File: src/rtl/serial_adder_ctrl.sv
// Bit-serial adder: one full-adder slice processes WIDTH bit pairs, LSB first,
// with a registered carry loop; the result is presented with a one-cycle done pulse.
module serial_adder_ctrl #(
    parameter int WIDTH = 8
) (
    input  logic             clk,
    input  logic             rst,
    input  logic             start,
    input  logic [WIDTH-1:0] a_in,
    input  logic [WIDTH-1:0] b_in,
    input  logic             cin,
    output logic             busy,
    output logic             done,
    output logic [WIDTH-1:0] sum,
    output logic             cout
);
    localparam int CW = $clog2(WIDTH) + 1;

    localparam logic [1:0] IDLE = 2'd0;
    localparam logic [1:0] RUN  = 2'd1;
    localparam logic [1:0] DONE = 2'd2;

    logic [1:0]       state;
    logic [WIDTH-1:0] a_sh;
    logic [WIDTH-1:0] b_sh;
    logic [WIDTH-1:0] res_sh;
    logic [WIDTH-1:0] res_next;
    logic             c_reg;
    logic [CW-1:0]    cnt;
    logic             fa_s;
    logic             fa_cout;

    full_adder_v u_fa (
        .C    (c_reg),
        .B    (b_sh[0]),
        .A    (a_sh[0]),
        .S    (fa_s),
        .COUT (fa_cout)
    );

    // Last bit's S must reach sum in the same edge, so sum loads the shifted value.
    assign res_next = {fa_s, res_sh[WIDTH-1:1]};

    always_ff @(posedge clk or posedge rst) begin
        if (rst) begin
            state  <= IDLE;
            a_sh   <= '0;
            b_sh   <= '0;
            res_sh <= '0;
            c_reg  <= 1'b0;
            cnt    <= '0;
            sum    <= '0;
            cout   <= 1'b0;
        end else begin
            case (state)
                IDLE: begin
                    if (start) begin
                        a_sh   <= a_in;
                        b_sh   <= b_in;
                        c_reg  <= cin;
                        cnt    <= '0;
                        res_sh <= '0;
                        state  <= RUN;
                    end
                end
                RUN: begin
                    a_sh   <= a_sh >> 1;
                    b_sh   <= b_sh >> 1;
                    res_sh <= res_next;
                    c_reg  <= fa_cout;
                    cnt    <= cnt + CW'(1);
                    if (cnt == CW'(WIDTH - 1)) begin
                        sum   <= res_next;
                        cout  <= fa_cout;
                        state <= DONE;
                    end
                end
                DONE:    state <= IDLE;
                default: state <= IDLE;
            endcase
        end
    end

    assign busy = (state == RUN);
    assign done = (state == DONE);

endmodule

// One-bit full-adder cell.
module full_adder_v (
    input  logic C,
    input  logic B,
    input  logic A,
    output logic S,
    output logic COUT
);
    assign S    = A ^ B ^ C;
    assign COUT = (A & B) | (C & (A ^ B));
endmodule

File: config.mk
export PLATFORM = sky130hd
export DESIGN_NAME = serial_adder_ctrl
export DESIGN_NICKNAME = d
export VERILOG_FILES = /design/src/rtl/serial_adder_ctrl.sv
export SDC_FILE = /design/constraint.sdc
export NUM_CORES = 1
export LEC_CHECK = 0
export BUFFER_PORTS_ARGS = -buffer_cell sky130_fd_sc_hd__buf_2
export CELL_PAD_IN_SITES_DETAIL_PLACEMENT = 0
export CELL_PAD_IN_SITES_GLOBAL_PLACEMENT = 2
export CORE_ASPECT_RATIO = 0.5
export CORE_MARGIN = 10
export CORE_UTILIZATION = 35
export CTS_CLUSTER_SIZE = 28
export DETAILED_ROUTE_END_ITERATION = 7
export PLACE_DENSITY_LB_ADDON = 0.2
export SYNTH_ARGS = -nofsm -noshare
export SYNTH_HDL_FRONTEND = slang
export SYNTH_SLANG_ARGS = --single-unit
File: constraint.sdc
create_clock -name clk -period 2 [get_ports clk]
set_input_delay 0.2 -clock clk [delete_from_list [all_inputs] [get_ports clk]]
set_output_delay 0.2 -clock clk [all_outputs]
set_load 0.1 [all_outputs]
# ---- Word level (Yosys, flattened, before mapping)
# Index checks and enable logic that the tools add are counted.
dict set report op_classes {
  mux 13
  reduce_logical 5
  bitwise 5
  add_sub_neg 1
  n_eq_ne 5
}
# op n
set op_table {}
lappend op_table {{$pmux W8 S2} 3}
lappend op_table {{$mux W8} 3}
lappend op_table {{$pmux W4 S2} 1}
lappend op_table {{$reduce_and A2 Y1} 3}
lappend op_table {{$add A4 B1 Y4 const B} 1}
lappend op_table {{$eq A4 B3 Y1 const B} 1}
lappend op_table {{$mux W2} 2}
lappend op_table {{$mux W4} 1}
lappend op_table {{$pmux W2 S2} 1}
lappend op_table {{$and A1 B1 Y1} 2}
lappend op_table {{$eq A2 B1 Y1 const B} 1}
lappend op_table {{$eq A2 B2 Y1 const B} 1}
lappend op_table {{$logic_not A2 Y1} 1}
lappend op_table {{$ne A2 B1 Y1 const B} 1}
lappend op_table {{$ne A2 B2 Y1 const B} 1}
lappend op_table {{$pmux W1 S2} 1}
lappend op_table {{$reduce_bool A2 Y1} 1}
lappend op_table {{$xor A1 B1 Y1} 2}
lappend op_table {{$mux W1} 1}
lappend op_table {{$or A1 B1 Y1} 1}
dict set report word_totals {
  wordCells 37
  out_inout_bits 11
  input_bits 20
  register_bits 40
}

# ---- Logic depth before layout (Yosys ltp)
# Gate-level depths: netlist (run 1).
dict set report logic_depth {
  ltp_word 4
  mapped_depth 5
  depth_no_buf 4
}

# ---- Cells and area by module
# A second synthesis (run 1) with hierarchy kept.
dict set report hier_totals {
  hier_cells 156
  area_unflattened_um2 1734.2
}
# mod n_inst seq_area_each_um2 cells_each area_each_um2
set modules_own_cells {}
lappend modules_own_cells {serial_adder_ctrl 1 975.9 155 1714.1}
lappend modules_own_cells {full_adder_v 1 0.0 1 20.0}

# ---- Least setup slack after synthesis (run 1)
# Ideal clock, no wire load.
dict set report synth_timing {
  path_type {flip-flop to output port}
  start {register state[0]}
  end {output done}
  t_arrival_ns 1.928
  path_slack_ns -0.128
  path_buffers 1
  t_required_ns 1.800
  path_stages_with_launch 3
  cell_sequence {dfrtp_1 clkbuf_1 nor2b_1}
}
dict set report synth_between {
  elab_chain_cells 1
}
# element line_no
set synth_rtl {}
lappend synth_rtl {{start: declaration} 23} ;# logic [1:0] state;
lappend synth_rtl {{start signal: assignment} 46} ;# state <= IDLE;
lappend synth_rtl {{start signal: assignment} 63} ;# state <= RUN;
lappend synth_rtl {{start signal: assignment} 75} ;# state <= DONE;
lappend synth_rtl {{$eq A2 B2 Y1} 85} ;# assign done = (state == DONE);
lappend synth_rtl {{end: declaration} 13} ;# output logic done,
# Every way passes these cells.

# ---- Worst setup path in the final report (run 1)
dict set report layout_timing {
  start {register state[1]}
  end {output done}
}
# Same word-level chain as after synthesis.

==> results of run 1 <==
-- cell families after synthesis --
logic type	share of synthesized area [%]
flip-flops	57.3
multiplexers	5.95
buffers and inverters	3.16
adder cells (fa/ha/maj)	1.91
AO/OA/AOI/OAI	20.1
AND/OR/NAND/NOR	11.6
-- final cells by class --
type	instances	share of cell area, %
Clock inverter	2	1.69
Sequential cell	39	47.0
Timing Repair Buffer	36	10.1
Clock buffer	6	3.97
Inverter	4	0.722
Multi-Input combinational cell	100	32.6
Tap cell	66	3.97
-- metrics by stage --
| step | power [mW] | util (%) | worst slack, ns | hold WS [ns] | cells |
|---|---|---|---|---|---|
| final | 3.75 | 45.7 | 0.322 | 0.0102 | 253 |
| after global routing | 4.00 | 45.7 | 0.248 | 0.0481 | 253 |
| after CTS | 3.79 | 45.7 | 0.313 | 0.0335 | 253 |
| after detailed placement | 3.10 | 43.1 | 0.414 | 0.352 | 245 |
| after global placement | 3.08 | 43.1 | 0.423 | 0.351 | 245 |
| after floorplan | 2.68 | - | 0.395 | 0.370 | 152 |
-- worst reg2reg max path, stage by stage (launching register included) --
cell and delay (ns):
dfrtp_1 0.38, ha_1 0.19, nand2_1 0.11, nor3_4 0.41, mux2_2 0.40
-- per-layer routing --
layer	track usage, %	up-vias	part of all wire [%]
met4	3.33	0	1.1
li1	-	615	-
met1	11.6	595	48
met5	0	-	0
met3	4.78	5	6.6
met2	14.3	23	44
-- path summary, 6_finish.rpt --
check	depth (start not counted)	slack [ns]	endpoint	start
max in group asynchronous	3	1.63	a_sh[2]	rst
worst max-delay path	3	0.32	done	state[1]
min in group clk	2	0.17	b_sh[7]	b_in[7]
worst min register to register	2	0.48	a_sh[4]	a_sh[4]
worst max register to register	4	0.40	sum[2]	cnt[0]
worst min-delay path	3	0.01	res_sh[1]	rst
-- cell usage in the layout (no fill, tap or decap), types with 4 or more instances in the layout --
cell / Yosys / final
o21ai_0: 18 / 18
nor2b_1: 9 / 8
a22o_1: 8 / 8
a31oi_1: 6 / 6
dfrtp_1: 39 / 39
a22oi_1: 10 / 10
mux2_2: 9 / 9
nand2_1: 13 / 13
inv_1: 4 / 4
clkbuf_8: 0 / 6
buf_4: 0 / 6
a21oi_1: 9 / 9
buf_2: 4 / 29
and2_1: 7 / 7
-- power groups by stage --
stage / Clock, mW / Combinational (mW) / Sequential, mW
2_1_floorplan: 0 / 0.844 / 1.83
3_3_place_gp: 0 / 1.75 / 1.33
3_5_place_dp: 0 / 1.76 / 1.34
4_1_cts: 0.701 / 1.76 / 1.33
5_1_grt: 0.738 / 1.89 / 1.37
6_report: 0.687 / 1.73 / 1.32
==> results.ini, run 1 <==
[pwr]
power.share.sequential_pct=35.4
power_switching_mw=1.69
vdd_ir_drop_max_uv=615
clkPwrFrac_pct=18.3
power_density_nw_per_um2=1800
p_comb_share_pct=46.3
intPower_mw=2.06
p_leak_nw=0.978
p_sw_share_pct=45.0

[cts]
post_cts_resized=0
postCtsSetupBuffers=0
cts-buffers-inserted=5
clock-sinks=39
h-tree-depth=2
clock_path_buffers=2
cts_hold_buf=0
clock_latency_ns=0.30
cts_tree=done
clkTransAtPathRegs_ns=0.08
clock-root-buffer=clkbuf_8

[yosys]
synth_area_leaders=dfrtp_1, mux2_2, o21ai_0, a22oi_1, a22o_1
synth_async_sr_flop_share_pct=100
synth_most_common_cell=dfrtp_1
synth_commonest_cells=dfrtp_1, o21ai_0, nand2_1
yosysWarnings=0
synthDistinctLibCells=24
synth-edff-count=0
synth_area_per_cell_sq_um=11.2
synth_cells=152
netlist_area_sq_um=1700
syn_nets=174
yosysTopAreaCellShare_pct=57.3
ys_seq_area_share_pct=57.3
synth_seq_cells=39
yosysTopAreaCell=dfrtp_1
synth_ff_type=dfrtp_1

[drt]
initialDrtViolationCount=57
routed_wl_mm=3.81
ant_nets=0
firstDrtPassIters=4
viasPerCell=4.89
drc_errors=0
vias=1238
wl_per_cell_um=15.0

[sta]
final_max_slew_viol_count=0
final-setup-viol-count=0
fin_tns_setup_ns=0
tightest_slew_ns=0.500
hold_viol_final=0
period_minus_slack_ns=1.68
skew_ns=0.00646
timing.fmax_mhz=596
period_share_pct=83.9
slew_headroom_pct=66.5
grt_setup_unrepaired=no

[placed_design]
io_buffers=30
hpwl_mm=2.56
gp_congestion=0.701
dpl-instance-area_sq_um=1960

[cells_and_area]
antennaDiodeCount=0
final_area_sq_um=2080
fillers=448
synthToLayoutAreaGrowth_pct=22.0
drive_gt1_share_pct=29.9
multiInputGateArea_sq_um=677
top_regs=a_sh x8, b_sh x8, sum x8
seqCellArea_sq_um=976
nNetsFinal=208

[setup_path]
path_cells=buf_4, nor2b_2, buf_2
arrival_ns=1.48
crit_family=buffers and inverters
cp.required_ns=1.80
cp.buffers_inverters=2
criticalPathCategory=register to primary output
slowest_stage=buf_2
slowest_delay_ns=0.42
cp_max_fo=20
endpoint_kind=primary output
critPathLaunchType=register

[die]
die_area_sq_um=8230
die_x_um=119
core-area_sq_um=4550
start_util_pct=37.4
die_y_um=69.3
io_pins=31
num_rows=17

[min_path]
hp-class=primary input to async pin

[global_route]
track_usage_pct=9.56
grt_pass1_vias=1334
grt_start_max_net_pins=40
grt_pass1_wl_mm=6.51
grt_overflow=0
antenna_found_initial=0

[run]
cap_violations=0

[status]
status=complete, no violations

(Power assumes the default switching activity.)
==> inputs of run 2 (changes only) <==
==> constraint.sdc (replaced) <==
create_clock -name clk -period 1.7 [get_ports clk]
set_input_delay 0.17 -clock clk [delete_from_list [all_inputs] [get_ports clk]]
set_output_delay 0.17 -clock clk [all_outputs]
set_load 0.1 [all_outputs]
==> results.ini, run 2 (synthesis results as in run 1) <==
[drt]
vias=1268
firstDrtPassIters=4
routed_wl_mm=3.84
initialDrtViolationCount=54
wl_per_cell_um=15.0
viasPerCell=4.95
drc_errors=0
ant_nets=0

[die]
die_y_um=69.3
die_x_um=119
num_rows=17
die_area_sq_um=8230
start_util_pct=37.4
core-area_sq_um=4550
io_pins=31

[status]
status=complete, but fails checks
violations=negative hold slack

[global_route]
grt_pass1_wl_mm=6.64
grt_pass1_vias=1279
grt_start_max_net_pins=40
gr-usage-met2_pct=13.9
grt_overflow=0
met1_usage_pct=12.7
grt-busiest-layer=met2
antenna_found_initial=0
use_met3_pct=4.21
track_usage_pct=9.75

[pwr]
power_density_nw_per_um2=2050
vdd_ir_drop_max_uv=798
p_leak_nw=0.982
fin_total_pwr_mw=4.26

[cts]
h-tree-depth=2
cts-buffers-inserted=5
post_cts_resized=0
postCtsSetupBuffers=0
clock-root-buffer=clkbuf_8
clkTransAtPathRegs_ns=0.08
cts_hold_buf=0
clock_latency_ns=0.29
clock-sinks=39
clock_path_buffers=2
cts_tree=done

[sta]
timing.fmax_mhz=674
skew_ns=0.00305
period_minus_slack_ns=1.48
final-setup-viol-count=0
grt_setup_unrepaired=no
final_max_slew_viol_count=0
worst_slack_ns=0.217
hold_slack_ns=-0.0162
tightest_slew_ns=0.504
period_share_pct=87.2
hold_viol_final=20
fin_tns_setup_ns=0
slew_headroom_pct=66.4

[setup_path]
cp_max_fo=4
cp.required_ns=1.53
slowest_delay_ns=0.39
endpoint_kind=primary output
critPathLaunchType=register
arrival_ns=1.31
path_cells=nand2b_2, inv_1, buf_12
slowest_stage=dfrtp_1
criticalPathCategory=register to primary output

[cells_and_area]
layout_common_cells=dfrtp_1, buf_2, o21ai_0
synthToLayoutAreaGrowth_pct=22.2
nNetsFinal=211
top_regs=a_sh x8, b_sh x8, sum x8
drive_gt1_share_pct=31.1
antennaDiodeCount=0
final_area_sq_um=2080
layout_commonest_cell=dfrtp_1

[placed_design]
dpl-instance-area_sq_um=2000
hpwl_mm=2.63
post-place-ws_ns=0.244
gp_congestion=0.698
io_buffers=30

[run]
cap_violations=0

[min_path]
hp-class=primary input to async pin

[run 2: cell types whose count changed in the layout (fill, tap and decap cells not counted), sizes merged]
cell	before	now
buf	36	39
clkinv	1	3
bufinv	1	0
clkbuf	6	5
[run 2: worst max-delay path, delay by kind of cell, from the launching register on]
family	cells	cell delay (ns)
AND/OR/NAND/NOR	1	0.22
flip-flops	1	0.39
buffers and inverters	2	0.41
[run 2: per-stage QoR]
step / std cells / util (%)
after floorplan: 152 / -
after global placement: 248 / 43.9
after detailed placement: 248 / 43.9
after CTS: 256 / 45.7
after global routing: 256 / 45.7
final: 256 / 45.7
[run 2: worst paths after layout]
| path | startpoint | end | slack, ns | cells after the start |
|---|---|---|---|---|
| worst min-delay path | rst | sum[0] | -0.02 | 3 |
| worst max-delay path | state[1] | busy | 0.22 | 3 |
| min in group clk | b_in[7] | b_sh[7] | 0.15 | 2 |
| worst max register to register | cnt[0] | cout | 0.25 | 5 |
| worst min register to register | a_sh[2] | a_sh[2] | 0.48 | 2 |
| max in group asynchronous | rst | cnt[0] | 1.36 | 3 |
[run 2: layout make-up]
class / count / area (sq um)
Multi-Input combinational cell: 100 / 677
Tap cell: 66 / 82.6
Inverter: 4 / 15.0
Timing Repair Buffer: 39 / 248
Clock inverter: 3 / 15.0
Sequential cell: 39 / 976
Fill cell: 466 / 2470
Clock buffer: 5 / 68.8
[run 2: power breakdown]
group / internal (mW) / switching, mW
sequential: 1.31 / 0.245
clock: 0.281 / 0.333
combinational: 0.681 / 1.42
[run 2: layer usage]
metal	share of wire, %	vias to the layer above
met2	44	24
met4	1.1	0
met3	5.6	5
met1	49	622
met5	0	-
li1	-	617
==> inputs of run 3 (changes only) <==
--- a/config.mk
+++ b/config.mk
@@ -10,8 +10,8 @@
 export CELL_PAD_IN_SITES_GLOBAL_PLACEMENT = 2
 export CORE_ASPECT_RATIO = 0.5
 export CORE_MARGIN = 10
-export CORE_UTILIZATION = 35
-export CTS_CLUSTER_SIZE = 28
+export CORE_UTILIZATION = 38
+export CTS_CLUSTER_SIZE = 24
 export DETAILED_ROUTE_END_ITERATION = 7
 export PLACE_DENSITY_LB_ADDON = 0.2
 export SYNTH_ARGS = -nofsm -noshare
==> constraint.sdc (replaced) <==
create_clock -name clk -period 1.8 [get_ports clk]
set_input_delay 0.18 -clock clk [delete_from_list [all_inputs] [get_ports clk]]
set_output_delay 0.18 -clock clk [all_outputs]
set_load 0.1 [all_outputs]
==> results.ini, run 3 (synthesis results as in run 1) <==
[setup_path]
slowest_delay_ns=0.42
path_depth=3
arrival_ns=1.47
crit_family=buffers and inverters
cp_max_fo=21
slowest_stage=buf_2
endpoint_kind=primary output
r2r_start=cnt[0]
cp.buffers_inverters=2
critPathLaunchType=register
ff2ff_setup_slack_ns=0.19
path_cells=buf_4, nor2b_2, buf_2
rr_endpoint=cout
cp.required_ns=1.62
ff2ff_path_depth=4
criticalPathCategory=register to primary output

[cells_and_area]
nNetsFinal=211
fillers=425
top_regs=a_sh x8, b_sh x8, sum x8
antennaDiodeCount=0
synthToLayoutAreaGrowth_pct=22.3
layout_common_cells=dfrtp_1, buf_2, o21ai_0
multiInputGateArea_sq_um=677
instances_no_fill=247
layout_commonest_cell=dfrtp_1
drive_gt1_share_pct=31.1
final_area_sq_um=2080
seqCellArea_sq_um=976

[sta]
timing.fmax_mhz=607
period_share_pct=91.5
tightest_slew_ns=0.659
skew_ns=0.00560
final-setup-viol-count=0
slew_headroom_pct=56.0
hold_slack_ns=-0.00120
grt_setup_unrepaired=no
period_minus_slack_ns=1.65
hold_viol_final=11
fin_tns_setup_ns=0
final_max_slew_viol_count=0

[cts]
clock_path_buffers=2
clkTransAtPathRegs_ns=0.08
cts-buffers-inserted=5
post_cts_resized=0
h-tree-depth=2
clock-sinks=39
clock-root-buffer=clkbuf_8
clock_latency_ns=0.29
cts_tree=done
postCtsSetupBuffers=0
cts_hold_buf=0

[drt]
vias=1264
routed_wl_mm=3.87
wl_per_cell_um=15.7
firstDrtPassIters=4
viasPerCell=5.12
ant_nets=0
initialDrtViolationCount=40
drc_errors=0

[global_route]
track_usage_pct=10.7
grt_pass1_vias=1323
grt_overflow=0
grt_pass1_wl_mm=6.51
antenna_found_initial=0
grt_start_max_net_pins=40

[placed_design]
dp_cells=239
io_buffers=30
hpwl_mm=2.73
dpl-instance-area_sq_um=1970
gp_congestion=0.684

[pwr]
intPower_mw=2.27
p_leak_nw=0.990
p_sw_share_pct=45.4
power_switching_mw=1.89
p_comb_share_pct=47.0
power_density_nw_per_um2=1990
power.share.sequential_pct=35.3
fin_total_pwr_mw=4.16
clkPwrFrac_pct=17.7
vdd_ir_drop_max_uv=603

[die]
io_pins=31
die_area_sq_um=7730
core-area_sq_um=4360
die_y_um=67.4
num_rows=17
start_util_pct=39.1
die_x_um=115

[min_path]
hp-class=primary input to async pin

[status]
status=complete, but fails checks
violations=negative hold slack

[run]
cap_violations=0

run 3: cell count changes in the layout (fill, tap and decap cells not counted), sizes merged:
cell,previous run,this run
bufinv,0,1
clkinv,3,2
run 3: layout make-up:
class                      count  share of cell area (%)
inverter                       4                   0.720
clock buffer                   5                    3.30
clock inverter                 3                    2.10
sequential                    39                    46.8
tap                           57                    3.42
timing repair buffer          39                    11.2
multi-input combinational    100                    32.5
run 3: per-layer routing:
metal / vias up / track usage, % / wire [um] / part of all wire, %
met2: 27 / 15.9 / 1720 / 44
li1: 619 / - / - / -
met1: 614 / 13.8 / 1890 / 49
met5: - / 0 / 0 / 0
met4: 0 / 3.68 / 29 / 0.75
met3: 4 / 4.33 / 229 / 5.9
run 3: power by group through the flow:
stage	combinational [mW]	sequential (mW)	clock, mW
final	1.95	1.47	0.735
after detailed placement	1.98	1.49	0
after global placement	1.96	1.49	0
after CTS	1.99	1.48	0.760
after floorplan	0.938	2.04	0
after global routing	2.12	1.53	0.809
run 3: worst max path at each step:
stage,startpoint,to
4_1_cts,state[0],done
3_5_place_dp,cnt[0],cout
5_1_grt,cnt[0],cout
6_report,state[0],done
2_1_floorplan,state[0],done
3_3_place_gp,cnt[0],sum[7]
run 3: worst min-delay path, delay by kind of cell:
kind,cells,cell delay [ns]
buf+inv,3,0.56
run 3: through the flow:
stage / util, % / setup slack [ns]
detailed placement: 45.2 / 0.154
global route: 47.8 / 0.0329
CTS: 47.8 / 0.131
floorplan: - / 0.215
global placement: 45.2 / 0.222
finish: 47.8 / 0.154
